[src/rtl/maclaurin_pkg.sv]
// Shared definitions for the Maclaurin series scheduler.
//   - Batch and pipeline constants (sample count, short/long latency).
//   - FSM state encoding (IDLE, CFG, RUN, DRAIN, ERR).
//   - lat_of(): maps a term count onto the pipeline latency it needs.
package maclaurin_pkg;

    localparam int SAMPLES     = 20;
    localparam int LAT_SHORT   = 3;
    localparam int LAT_LONG    = 7;
    localparam int X_W         = 8;
    localparam int N_MIN       = 2;
    localparam int N_SHORT_MAX = 4;
    localparam int N_W         = 3;
    localparam int CNT_W       = $clog2(SAMPLES + 1);
    localparam int LAT_W       = $clog2(LAT_LONG + 1);

    typedef logic [2:0] state_t;

    localparam state_t ST_IDLE  = 3'd0;
    localparam state_t ST_CFG   = 3'd1;
    localparam state_t ST_RUN   = 3'd2;
    localparam state_t ST_DRAIN = 3'd3;
    localparam state_t ST_ERR   = 3'd4;

    // Short series fit in the 3-stage tail; longer ones need the 7-stage tail.
    function automatic logic [LAT_W-1:0] lat_of(input logic [N_W-1:0] n);
        logic [LAT_W-1:0] lat;
        if (n <= N_W'(N_SHORT_MAX)) begin
            lat = LAT_W'(LAT_SHORT);
        end else begin
            lat = LAT_W'(LAT_LONG);
        end
        return lat;
    endfunction

endpackage

[src/rtl/maclaurin_tok_track.sv]
// Token tracker: one valid bit per datapath stage, shifted in lock-step with
// the datapath stage enable.
//   clk, rst    : clock, asynchronous active-low reset
//   clr         : synchronous clear of every token (new batch)
//   shift       : stage enable, the register advances when high
//   din         : token entering stage 0 (sample accepted this cycle)
//   lat         : selected latency, tail tap is tok[lat-1]
//   y_valid     : tail token
//   empty       : no token will remain in the active stages after this edge
module maclaurin_tok_track
    import maclaurin_pkg::*;
#(
    parameter int DEPTH = LAT_LONG
)
(
    input  logic             clk,
    input  logic             rst,
    input  logic             clr,
    input  logic             shift,
    input  logic             din,
    input  logic [LAT_W-1:0] lat,
    output logic             y_valid,
    output logic             empty
);

    logic [DEPTH-1:0] tok_r;
    logic             tail_s;
    logic             live_s;

    // Token shift register, frozen while the pipe is stalled.
    always_ff @(posedge clk or negedge rst) begin
        if (!rst) begin
            tok_r <= {DEPTH{1'b0}};
        end else if (clr) begin
            tok_r <= {DEPTH{1'b0}};
        end else if (shift) begin
            tok_r <= {tok_r[DEPTH-2:0], din};
        end else begin
            tok_r <= tok_r;
        end
    end

    // Tail tap and look-ahead emptiness. Bits at or beyond lat are ignored,
    // so tokens that walked past the tail of a short pipe never count.
    // When shifting, the tail token leaves this edge, so only the stages
    // below it (plus an incoming token) keep the tracker busy; this lets
    // done coincide with the final result being handed downstream.
    always_comb begin
        tail_s = 1'b0;
        live_s = shift & din;
        for (int i = 0; i < DEPTH; i++) begin
            tail_s = tail_s | (tok_r[i] & ((i + 1) == int'(lat)));
            if (shift) begin
                live_s = live_s | (tok_r[i] & ((i + 2) <= int'(lat)));
            end else begin
                live_s = live_s | (tok_r[i] & ((i + 1) <= int'(lat)));
            end
        end
    end

    assign y_valid = tail_s;
    assign empty   = ~live_s;

endmodule

[src/rtl/maclaurin_sched.sv]
// Batch scheduler for the pipelined Maclaurin series datapath.
// Latches the term count on start, selects the pipeline latency, admits
// SAMPLES inputs through a valid/ready handshake, tracks in-flight tokens,
// stalls the whole pipe on downstream backpressure, drains and pulses done.
//   clk, rst          : clock, asynchronous active-low reset
//   start, n_in       : batch start pulse and term count
//   x_in, x_valid     : sample source, x_ready acknowledges
//   pipe_en, pipe_x   : datapath stage enable and stage-0 sample
//   pipe_n            : term count held for the batch
//   pipe_ovf          : datapath overflow at the selected tail
//   y_valid, y_ready  : result handshake
//   ovf, ovf_sticky   : qualified overflow and its batch-long sticky copy
//   busy, done, error : status
module maclaurin_sched
    import maclaurin_pkg::*;
(
    input  logic                  clk,
    input  logic                  rst,
    input  logic                  start,
    input  logic [N_W-1:0]        n_in,
    input  logic signed [X_W-1:0] x_in,
    input  logic                  x_valid,
    output logic                  x_ready,
    output logic                  pipe_en,
    output logic signed [X_W-1:0] pipe_x,
    output logic [N_W-1:0]        pipe_n,
    input  logic                  pipe_ovf,
    output logic                  y_valid,
    input  logic                  y_ready,
    output logic                  ovf,
    output logic                  ovf_sticky,
    output logic                  busy,
    output logic                  done,
    output logic                  error
);

    state_t                state_r;
    state_t                state_nxt_s;
    logic [CNT_W-1:0]      count_r;
    logic [LAT_W-1:0]      lat_r;
    logic [N_W-1:0]        pipe_n_r;
    logic signed [X_W-1:0] pipe_x_r;
    logic                  ovf_sticky_r;

    logic                  pipe_en_s;
    logic                  x_ready_s;
    logic                  accept_s;
    logic                  start_idle_s;
    logic                  n_ok_s;
    logic                  y_valid_s;
    logic                  tok_empty_s;
    logic                  ovf_s;

    // A start is only honoured when no batch is in flight.
    assign start_idle_s = start & ((state_r == ST_IDLE) | (state_r == ST_ERR));
    assign n_ok_s       = (n_in >= N_W'(N_MIN));

    // The pipe freezes only when a result is waiting and nobody takes it;
    // an empty tail lets bubbles collapse. Held low during reset so every
    // output reads zero while rst is asserted.
    assign pipe_en_s = rst & ~(y_valid_s & ~y_ready);
    assign x_ready_s = (state_r == ST_RUN) & pipe_en_s & (count_r < CNT_W'(SAMPLES));
    assign accept_s  = x_valid & x_ready_s;
    assign ovf_s     = pipe_ovf & y_valid_s;

    maclaurin_tok_track #(
        .DEPTH (LAT_LONG)
    ) u_tok (
        .clk     (clk),
        .rst     (rst),
        .clr     (start_idle_s),
        .shift   (pipe_en_s),
        .din     (accept_s),
        .lat     (lat_r),
        .y_valid (y_valid_s),
        .empty   (tok_empty_s)
    );

    // Next-state decode.
    always_comb begin
        state_nxt_s = state_r;
        case (state_r)
            ST_IDLE: begin
                if (start) begin
                    state_nxt_s = n_ok_s ? ST_CFG : ST_ERR;
                end else begin
                    state_nxt_s = ST_IDLE;
                end
            end
            ST_CFG: begin
                state_nxt_s = ST_RUN;
            end
            ST_RUN: begin
                if (accept_s && (count_r == CNT_W'(SAMPLES - 1))) begin
                    state_nxt_s = ST_DRAIN;
                end else begin
                    state_nxt_s = ST_RUN;
                end
            end
            ST_DRAIN: begin
                if (tok_empty_s) begin
                    state_nxt_s = ST_IDLE;
                end else begin
                    state_nxt_s = ST_DRAIN;
                end
            end
            ST_ERR: begin
                if (start && n_ok_s) begin
                    state_nxt_s = ST_CFG;
                end else begin
                    state_nxt_s = ST_ERR;
                end
            end
            default: begin
                state_nxt_s = ST_IDLE;
            end
        endcase
    end

    // FSM state register.
    always_ff @(posedge clk or negedge rst) begin
        if (!rst) begin
            state_r <= ST_IDLE;
        end else begin
            state_r <= state_nxt_s;
        end
    end

    // Batch configuration: term count and latency, stable until the next start.
    always_ff @(posedge clk or negedge rst) begin
        if (!rst) begin
            pipe_n_r <= {N_W{1'b0}};
            lat_r    <= LAT_W'(LAT_SHORT);
        end else if (start_idle_s && n_ok_s) begin
            pipe_n_r <= n_in;
            lat_r    <= lat_of(n_in);
        end else begin
            pipe_n_r <= pipe_n_r;
            lat_r    <= lat_r;
        end
    end

    // Admitted-sample counter.
    always_ff @(posedge clk or negedge rst) begin
        if (!rst) begin
            count_r <= {CNT_W{1'b0}};
        end else if (start_idle_s) begin
            count_r <= {CNT_W{1'b0}};
        end else if (accept_s) begin
            count_r <= count_r + CNT_W'(1);
        end else begin
            count_r <= count_r;
        end
    end

    // Stage-0 sample register; holds across stalls because accept needs pipe_en.
    always_ff @(posedge clk or negedge rst) begin
        if (!rst) begin
            pipe_x_r <= {X_W{1'b0}};
        end else if (accept_s) begin
            pipe_x_r <= x_in;
        end else begin
            pipe_x_r <= pipe_x_r;
        end
    end

    // Sticky overflow: set when a flagged result is actually consumed.
    always_ff @(posedge clk or negedge rst) begin
        if (!rst) begin
            ovf_sticky_r <= 1'b0;
        end else if (start_idle_s) begin
            ovf_sticky_r <= 1'b0;
        end else if (ovf_s && y_ready) begin
            ovf_sticky_r <= 1'b1;
        end else begin
            ovf_sticky_r <= ovf_sticky_r;
        end
    end

    assign x_ready    = x_ready_s;
    assign pipe_en    = pipe_en_s;
    assign pipe_x     = pipe_x_r;
    assign pipe_n     = pipe_n_r;
    assign y_valid    = y_valid_s;
    assign ovf        = ovf_s;
    assign ovf_sticky = ovf_sticky_r;
    assign busy       = (state_r == ST_CFG) | (state_r == ST_RUN) | (state_r == ST_DRAIN);
    assign done       = (state_r == ST_DRAIN) & tok_empty_s;
    assign error      = (state_r == ST_ERR);

endmodule

[config.mk]
export PLATFORM = sky130hd
export DESIGN_NAME = maclaurin_sched
export DESIGN_NICKNAME = d
export VERILOG_FILES = /design/src/rtl/maclaurin_pkg.sv /design/src/rtl/maclaurin_tok_track.sv /design/src/rtl/maclaurin_sched.sv
export SDC_FILE = /design/constraint.sdc
export NUM_CORES = 1
export LEC_CHECK = 0
export ABC_CLOCK_PERIOD_IN_PS = 1900
export CAP_MARGIN = 0
export CELL_PAD_IN_SITES_DETAIL_PLACEMENT = 2
export CELL_PAD_IN_SITES_GLOBAL_PLACEMENT = 2
export CORE_ASPECT_RATIO = 1.75
export CORE_MARGIN = 2
export CORE_UTILIZATION = 30
export CTS_CLUSTER_DIAMETER = 80
export DETAILED_ROUTE_END_ITERATION = 7
export PLACE_DENSITY = 0.86
export SETUP_SLACK_MARGIN = 0.5
export SYNTH_ARGS = -nofsm -noshare
export SYNTH_HDL_FRONTEND = slang
export SYNTH_SLANG_ARGS = --single-unit
[constraint.sdc]
create_clock -name clk -period 1.9 [get_ports clk]
set_clock_uncertainty 0.05 [all_clocks]
set_input_delay 0.285 -clock clk [delete_from_list [all_inputs] [get_ports clk]]
set_output_delay 0.285 -clock clk [all_outputs]
set_load 0.02 [all_outputs]
==> key figures, run 1 <==
STA
  • Min setup slack post-route: -268 ps
  • Period utilization: 114%
  • Max Clk Rate: 461 MHz
  • Final hold violations: 0
  • RSZ-0062 raised after global routing: true
  • Slew Viols, Final: 0
  • Slew HR: 76.8%
  • Worst-margin pin slew: 347 ps
  • Setup tns final: -3580 ps
  • Tmin final: 2170 ps
  • Final setup violation count: 25

Logic synthesis
  • Synth area leader: dfrtp_1
  • Syn Inst Count: 115
  • Sequential area share after synthesis: 52.6%
  • Area share of the leading cell type in the synthesized netlist: 52.6%
  • Synth Cell Area: 1330 um2
  • Library cells used by synthesis: 31
  • Share of flip-flops with an asynchronous set or reset: 100%
  • Mapped Nets: 133
  • Main synth FF type: dfrtp_1
  • Synthesis-stage register bit count: 28
  • Number of enable flip-flop cells after synthesis: 0
  • Largest cells by area after synthesis: dfrtp_1 53%, mux2i_1 6.8%, mux2_4 6.8%
  • Most common cell in the netlist: dfrtp_1
  • Synth cell count leaders: 28 x dfrtp_1, 14 x nor2_1, 12 x nand2_1
  • Syn avg cell area: 11.6 um2
  • Yosys synthesis warning count: 0

Layout
  • Core Util, Final: 56.4%
  • Layout Nets: 220
  • Post-Layout Cell Count: 252
  • Layout cells sized above 1: 52.7%
  • P&R area growth vs syn: 82.9%
  • Fillers: 413
  • Antenna diodes: 0

GRT
  • Tot GR Track Use: 23.3%
  • Gr ovfl total: 0
  • Vias in the first global route: 1,475
  • Pin count of the biggest net entering global routing: 18
  • Initial antenna violation count: 0
  • First-pass GRT wire length: 8140 um

Critical path
  • Critical Path Source Type: flip-flop
  • Worst R2R Start: lat_r[2]$_DFFE_PN0P_
  • Req. time, crit path: 1560 ps
  • R2r worst-path depth: 8
  • CP Data Arrival Time: 1830 ps
  • Critical path endpoint: done
  • Worst R2R End: count_r[2]$_DFFE_PN0P_
  • Launch point of the worst path: lat_r[2]$_DFFE_PN0P_
  • CP endpoint kind: output pin
  • R2r setup slk: -270 ps
  • CP Class: flip-flop to output pin
  • Crit-path max FO: 2

Floorplan
  • Die Span X: 54.4 um
  • Die Area: 5010 um2
  • # rows: 32
  • Core Area: 4320 um2
  • Starting Density: 30.8%
  • Die Span Y: 92.2 um
  • I/O pins: 36

Clock tree
  • Clk root buf: clkbuf_8
  • Clock Latency Late Sink: 280 ps
  • CTS Hold Bufs: 0
  • CTS Buf Count: 3
  • CTS tree: built
  • CTS H-Tree Depth: 1
  • Num Clock Sinks: 28
  • Clk slew on worst S/H paths: 100 ps
  • CTS Buffer Depth: 2

Detailed routing
  • DRC viols: 0
  • Number of DRC markers in iteration 0: 12
  • Wirelength per Cell: 25.9 um
  • Vias/cell: 5.25
  • DRT Wirelength: 6530 um
  • TritonRoute pass-1 iters: 3
  • Routed Antenna Nets: 0
  • Via Count: 1,324

Min path
  • HP Class: input port to async pin

Placement
  • Routability cong.: 0.770
  • DP Cell Count: 228
  • I/O Buffers: 35
  • HPWL after DPL: 3480 um

Run
  • Max_cap viols: 0

Pwr
  • Peak supply drop: 0.00123 V
  • Static Leakage: 0.00118 uW
  • Pwr dens: 1540 nW/um2

Outcome
  • Failing checks: negative setup slack
  • Outcome: complete, but fails checks
[critical path, stage by stage, from the launching register on]
cell and delay (ps):
dfrtp_1 490, mux2i_4 320, o2111ai_4 130, o2111a_1 310, and3_4 170, buf_6 130
[final cells by class]
type,count,area [um2],share of cell area (%)
Sequential cell,28,701,28.7
Inverter,5,23.8,0.975
Timing Repair Buffer,83,771,31.6
Clock inverter,1,30.0,1.23
Tap cell,51,63.8,2.62
Clock buffer,3,41.3,1.69
Multi-Input combinational cell,81,807,33.1
[cell families (layout without fill, tap and decap cells)]
| family | after synthesis | after routing | synth area share, % |
|---|---|---|---|
| adder cells (fa/ha/maj) | 1 | 1 | 0.939 |
| multiplexers | 19 | 19 | 17.1 |
| flip-flops | 28 | 28 | 52.6 |
| buffers and inverters | 6 | 92 | 1.97 |
| AND/OR/NAND/NOR | 44 | 44 | 17.3 |
| AO/OA/AOI/OAI | 17 | 17 | 10.1 |
[metal layers]
layer	vias up	global-route usage (%)	share of wire, %	wire (um)
met5	-	0	0	0
met4	0	13.8	5.7	375
met3	25	0.977	2.2	146
met2	39	40.6	54	3550
met1	678	26.5	38	2460
li1	582	-	-	-
[flip-flops by register name, summed over array words and instances (netlist names)]
signal and flops:
count_r 5, lat_r 1, ovf_sticky 1, pipe_n 3
pipe_x 8, state_r 3, u_tok.tok_r 7
[placed cells by master, fill, tap and decap left out, types with 2 or more instances in the layout]
master           count
a31oi_1              2
and2_4               2
and3_4               2
buf_4               31
buf_6               23
clkbuf_8             3
clkdlybuf4s50_1     14
dfrtp_1             28
dlygate4sd2_1       13
inv_2                2
inv_4                2
mux2_4               9
mux2i_1              7
mux2i_4              2
nand2_1              8
nand2_2              2
nand2_4              2
nand3_1              2
nand3_2              2
nor2_1              11
nor2_4               2
nor3b_4              2
o21ai_2              2
o21ai_4              2
[stage by stage]
stage / hold WS [ps] / setup WS, ps / area (um2) / power, uW
finish: 243 / -268 / 2440 / 3760
global route: 244 / -294 / 2440 / 3940
CTS: 185 / -186 / 2230 / 3290
floorplan: -60.6 / 155 / 1360 / 1780
global placement: 412 / -577 / 1980 / 2490
detailed placement: 425 / -685 / 1980 / 2590
[report_power, final]
group | total, uW | internal (uW) | switching, uW
combinational | 2240 | 1140 | 1100
clock | 481 | 283 | 199
sequential | 1030 | 820 | 214
[how the worst min path moves through the flow]
stage	start	endpoint	slack, ps	depth (start not counted)
floorplan	rst	count_r[0]$_DFFE_PN0P_	-60	0
global placement	pipe_n[1]$_DFFE_PN0P_	pipe_n[1]$_DFFE_PN0P_	410	2
detailed placement	pipe_n[1]$_DFFE_PN0P_	pipe_n[1]$_DFFE_PN0P_	420	2
CTS	rst	count_r[4]$_DFFE_PN0P_	190	3
global route	rst	ovf_sticky$_DFFE_PN0P_	240	3
finish	rst	u_tok.tok_r[0]$_DFFE_PN0P_	240	3
[what timing repair did]
action	CTS	global route
setup buffers	8	12
resized for setup	91	29
setup endpoints to repair	46	35
pin swaps	9	14
Power figures use the tool's default switching activity.
==> inputs of run 2 (changes only) <==
- CELL_PAD_IN_SITES_DETAIL_PLACEMENT: 2 -> unset
- CELL_PAD_IN_SITES_GLOBAL_PLACEMENT: 2 -> unset
- CORE_UTILIZATION: 30 -> 47
==> run 2 against run 1 <==
Effect of this change: the run still ends with negative setup slack left; hold slack worse by 170 ps; combinational power is 8% lower; sequential power hardly changed; worst setup slack better by 70 ps; die area is 34% lower; utilization is 30 points higher; flip-flop and latch count stayed put; total power is 10% lower; largest cell class unchanged; largest power group unchanged.
==> key figures, run 2 (same netlist as run 1, synthesis figures left out) <==
Outcome
  • Outcome: complete, but fails checks
  • Failing checks: negative setup slack

Critical path
  • CP endpoint kind: output pin
  • Critical Path Source Type: flip-flop
  • Largest delay share family, worst path: compound AO/OA/AOI/OAI gates
  • CP Class: flip-flop to output pin
  • Worst path bufs/invs: 2
  • R2r setup slk: -70 ps
  • Crit-path max FO: 2
  • WP depth: 6
  • Worst R2R End: u_tok.tok_r[3]$_DFFE_PN0P_
  • Req. time, crit path: 1560 ps
  • Critical path endpoint: done
  • R2r worst-path depth: 10
  • Critical-path cell with the highest stage delay: dfrtp_1
  • Crit-path cells: o21ai_0 > buf_4 > o2111ai_4 > o2111a_1 > and3_4 > buf_6
  • Delay of the slowest critical-path stage: 420 ps
  • Launch point of the worst path: count_r[3]$_DFFE_PN0P_
  • CP Data Arrival Time: 1760 ps
  • Worst R2R Start: lat_r[2]$_DFFE_PN0P_

Clock tree
  • Clk slew on worst S/H paths: 100 ps
  • Clk root buf: clkbuf_8
  • CTS tree: built
  • Clock Latency Late Sink: 270 ps
  • CTS Buffer Depth: 2
  • CTS Buf Count: 3
  • CTS H-Tree Depth: 1
  • Num Clock Sinks: 28

Layout
  • Largest register FFs: 8
  • Fillers: 134
  • Commonest non-fill, non-tap cells in the layout: 28 x dfrtp_1, 27 x buf_4, 24 x buf_6
  • Antenna diodes: 0
  • Final instance area: 2320 um2
  • Layout cells sized above 1: 49.2%
  • P&R area growth vs syn: 74.5%
  • Commonest non-fill, non-tap cell in the layout: dfrtp_1
  • Layout Nets: 217

Detailed routing
  • Vias/cell: 5.76
  • Routed Antenna Nets: 0
  • Via Count: 1,291
  • DRT Wirelength: 4660 um
  • Wirelength per Cell: 20.8 um
  • DRC viols: 0
  • TritonRoute pass-1 iters: 4
  • Number of DRC markers in iteration 0: 25

STA
  • Slew Viols, Final: 0
  • Tmin final: 2100 ps
  • Final hold violations: 0
  • Min setup slack post-route: -198 ps
  • Max Clk Rate: 477 MHz
  • Setup tns final: -991 ps
  • Final setup violation count: 20
  • Slew HR: 81.0%
  • Worst-margin pin slew: 285 ps
  • Period utilization: 110%
  • RSZ-0062 raised after global routing: true

Floorplan
  • # rows: 25
  • I/O pins: 36
  • Starting Density: 49.5%
  • Die Span Y: 74.4 um
  • Core Area: 2690 um2
  • Die Span X: 44.3 um
  • Die Area: 3290 um2

GRT
  • GR Layer Usage met2: 44.3%
  • First-pass GRT wire length: 6050 um
  • Routing usage on met3: 2.67%
  • Initial antenna violation count: 0
  • Busiest grt layer: met2
  • Vias in the first global route: 1,279
  • Gr ovfl total: 0
  • Pin count of the biggest net entering global routing: 16
  • Tot GR Track Use: 25.0%
  • GRT met1 Usage: 30.4%

Pwr
  • Peak supply drop: 0.00106 V
  • Pwr dens: 1450 nW/um2
  • Static Leakage: 0.00114 uW

Placement
  • Routability cong.: 0.825
  • Dpl cell area: 1940 um2
  • I/O Buffers: 35
  • HPWL after DPL: 2440 um

Min path
  • HP Class: input port to async pin

Run
  • Max_cap viols: 0
==> run 2: cell types whose count changed in the layout (fill, tap and decap cells not counted), sizes merged <==
cell,delta
bufinv,-1
clkdlybuf4s50,+1
clkdlybuf4s15,-1
buf,-3
==> run 2: worst min-delay path by stage <==
stage	endpoint	slack (ps)	cells after the start
after global routing	state_r[1]$_DFF_PN0_	60	2
after CTS	u_tok.tok_r[0]$_DFFE_PN0P_	50	2
after detailed placement	pipe_n[1]$_DFFE_PN0P_	410	2
after floorplan	count_r[0]$_DFFE_PN0P_	-60	0
final	state_r[1]$_DFF_PN0_	70	2
after global placement	pipe_n[1]$_DFFE_PN0P_	410	2
==> run 2: timing repair <==
action / 4_1_cts / 5_1_grt
setup endpoints to repair: 45 / 34
setup buffers: 9 / 9
pin swaps: 7 / 17
hold buffers: 0 / 0
resized for setup: 83 / 28
endpoints found under the hold margin: 0 / 0
==> run 2: per-layer routing <==
metal  routed length (um)  vias to the layer above  share of wire (%)
met2                 2580                       40                 55
li1                     -                      576                  -
met3                  137                       12                2.9
met4                  108                        0                2.3
met5                    0                        -                  0
met1                 1840                      663                 39
==> run 2: where the power goes <==
group	internal (uW)	leakage [uW]	switching, uW
sequential	821	0.000358	189
clock	142	0.0000216	181
combinational	1080	0.000763	969
==> run 2: metrics by stage <==
step / total power (uW) / setup WS (ps) / utilization [%] / instances / hold WS, ps
CTS: 2950 / -157 / 79.2 / 215 / 49.3
floorplan: 1780 / 155 / - / 115 / -60.6
global placement: 2450 / -620 / 72.1 / 203 / 410
detailed placement: 2510 / -652 / 72.1 / 203 / 412
finish: 3380 / -198 / 86.4 / 224 / 73.0
global route: 3520 / -249 / 86.4 / 224 / 62.5
==> run 2: area by class of cell <==
cell class              count  area, um2  share of cell area, %
well taps                  27       33.8                   1.45
multi-input cells          81        776                   33.4
clock buffers               3       41.3                   1.78
inverters                   5       21.3                  0.915
repair buffers             80        752                   32.3
flip-flops and latches     28        701                   30.1
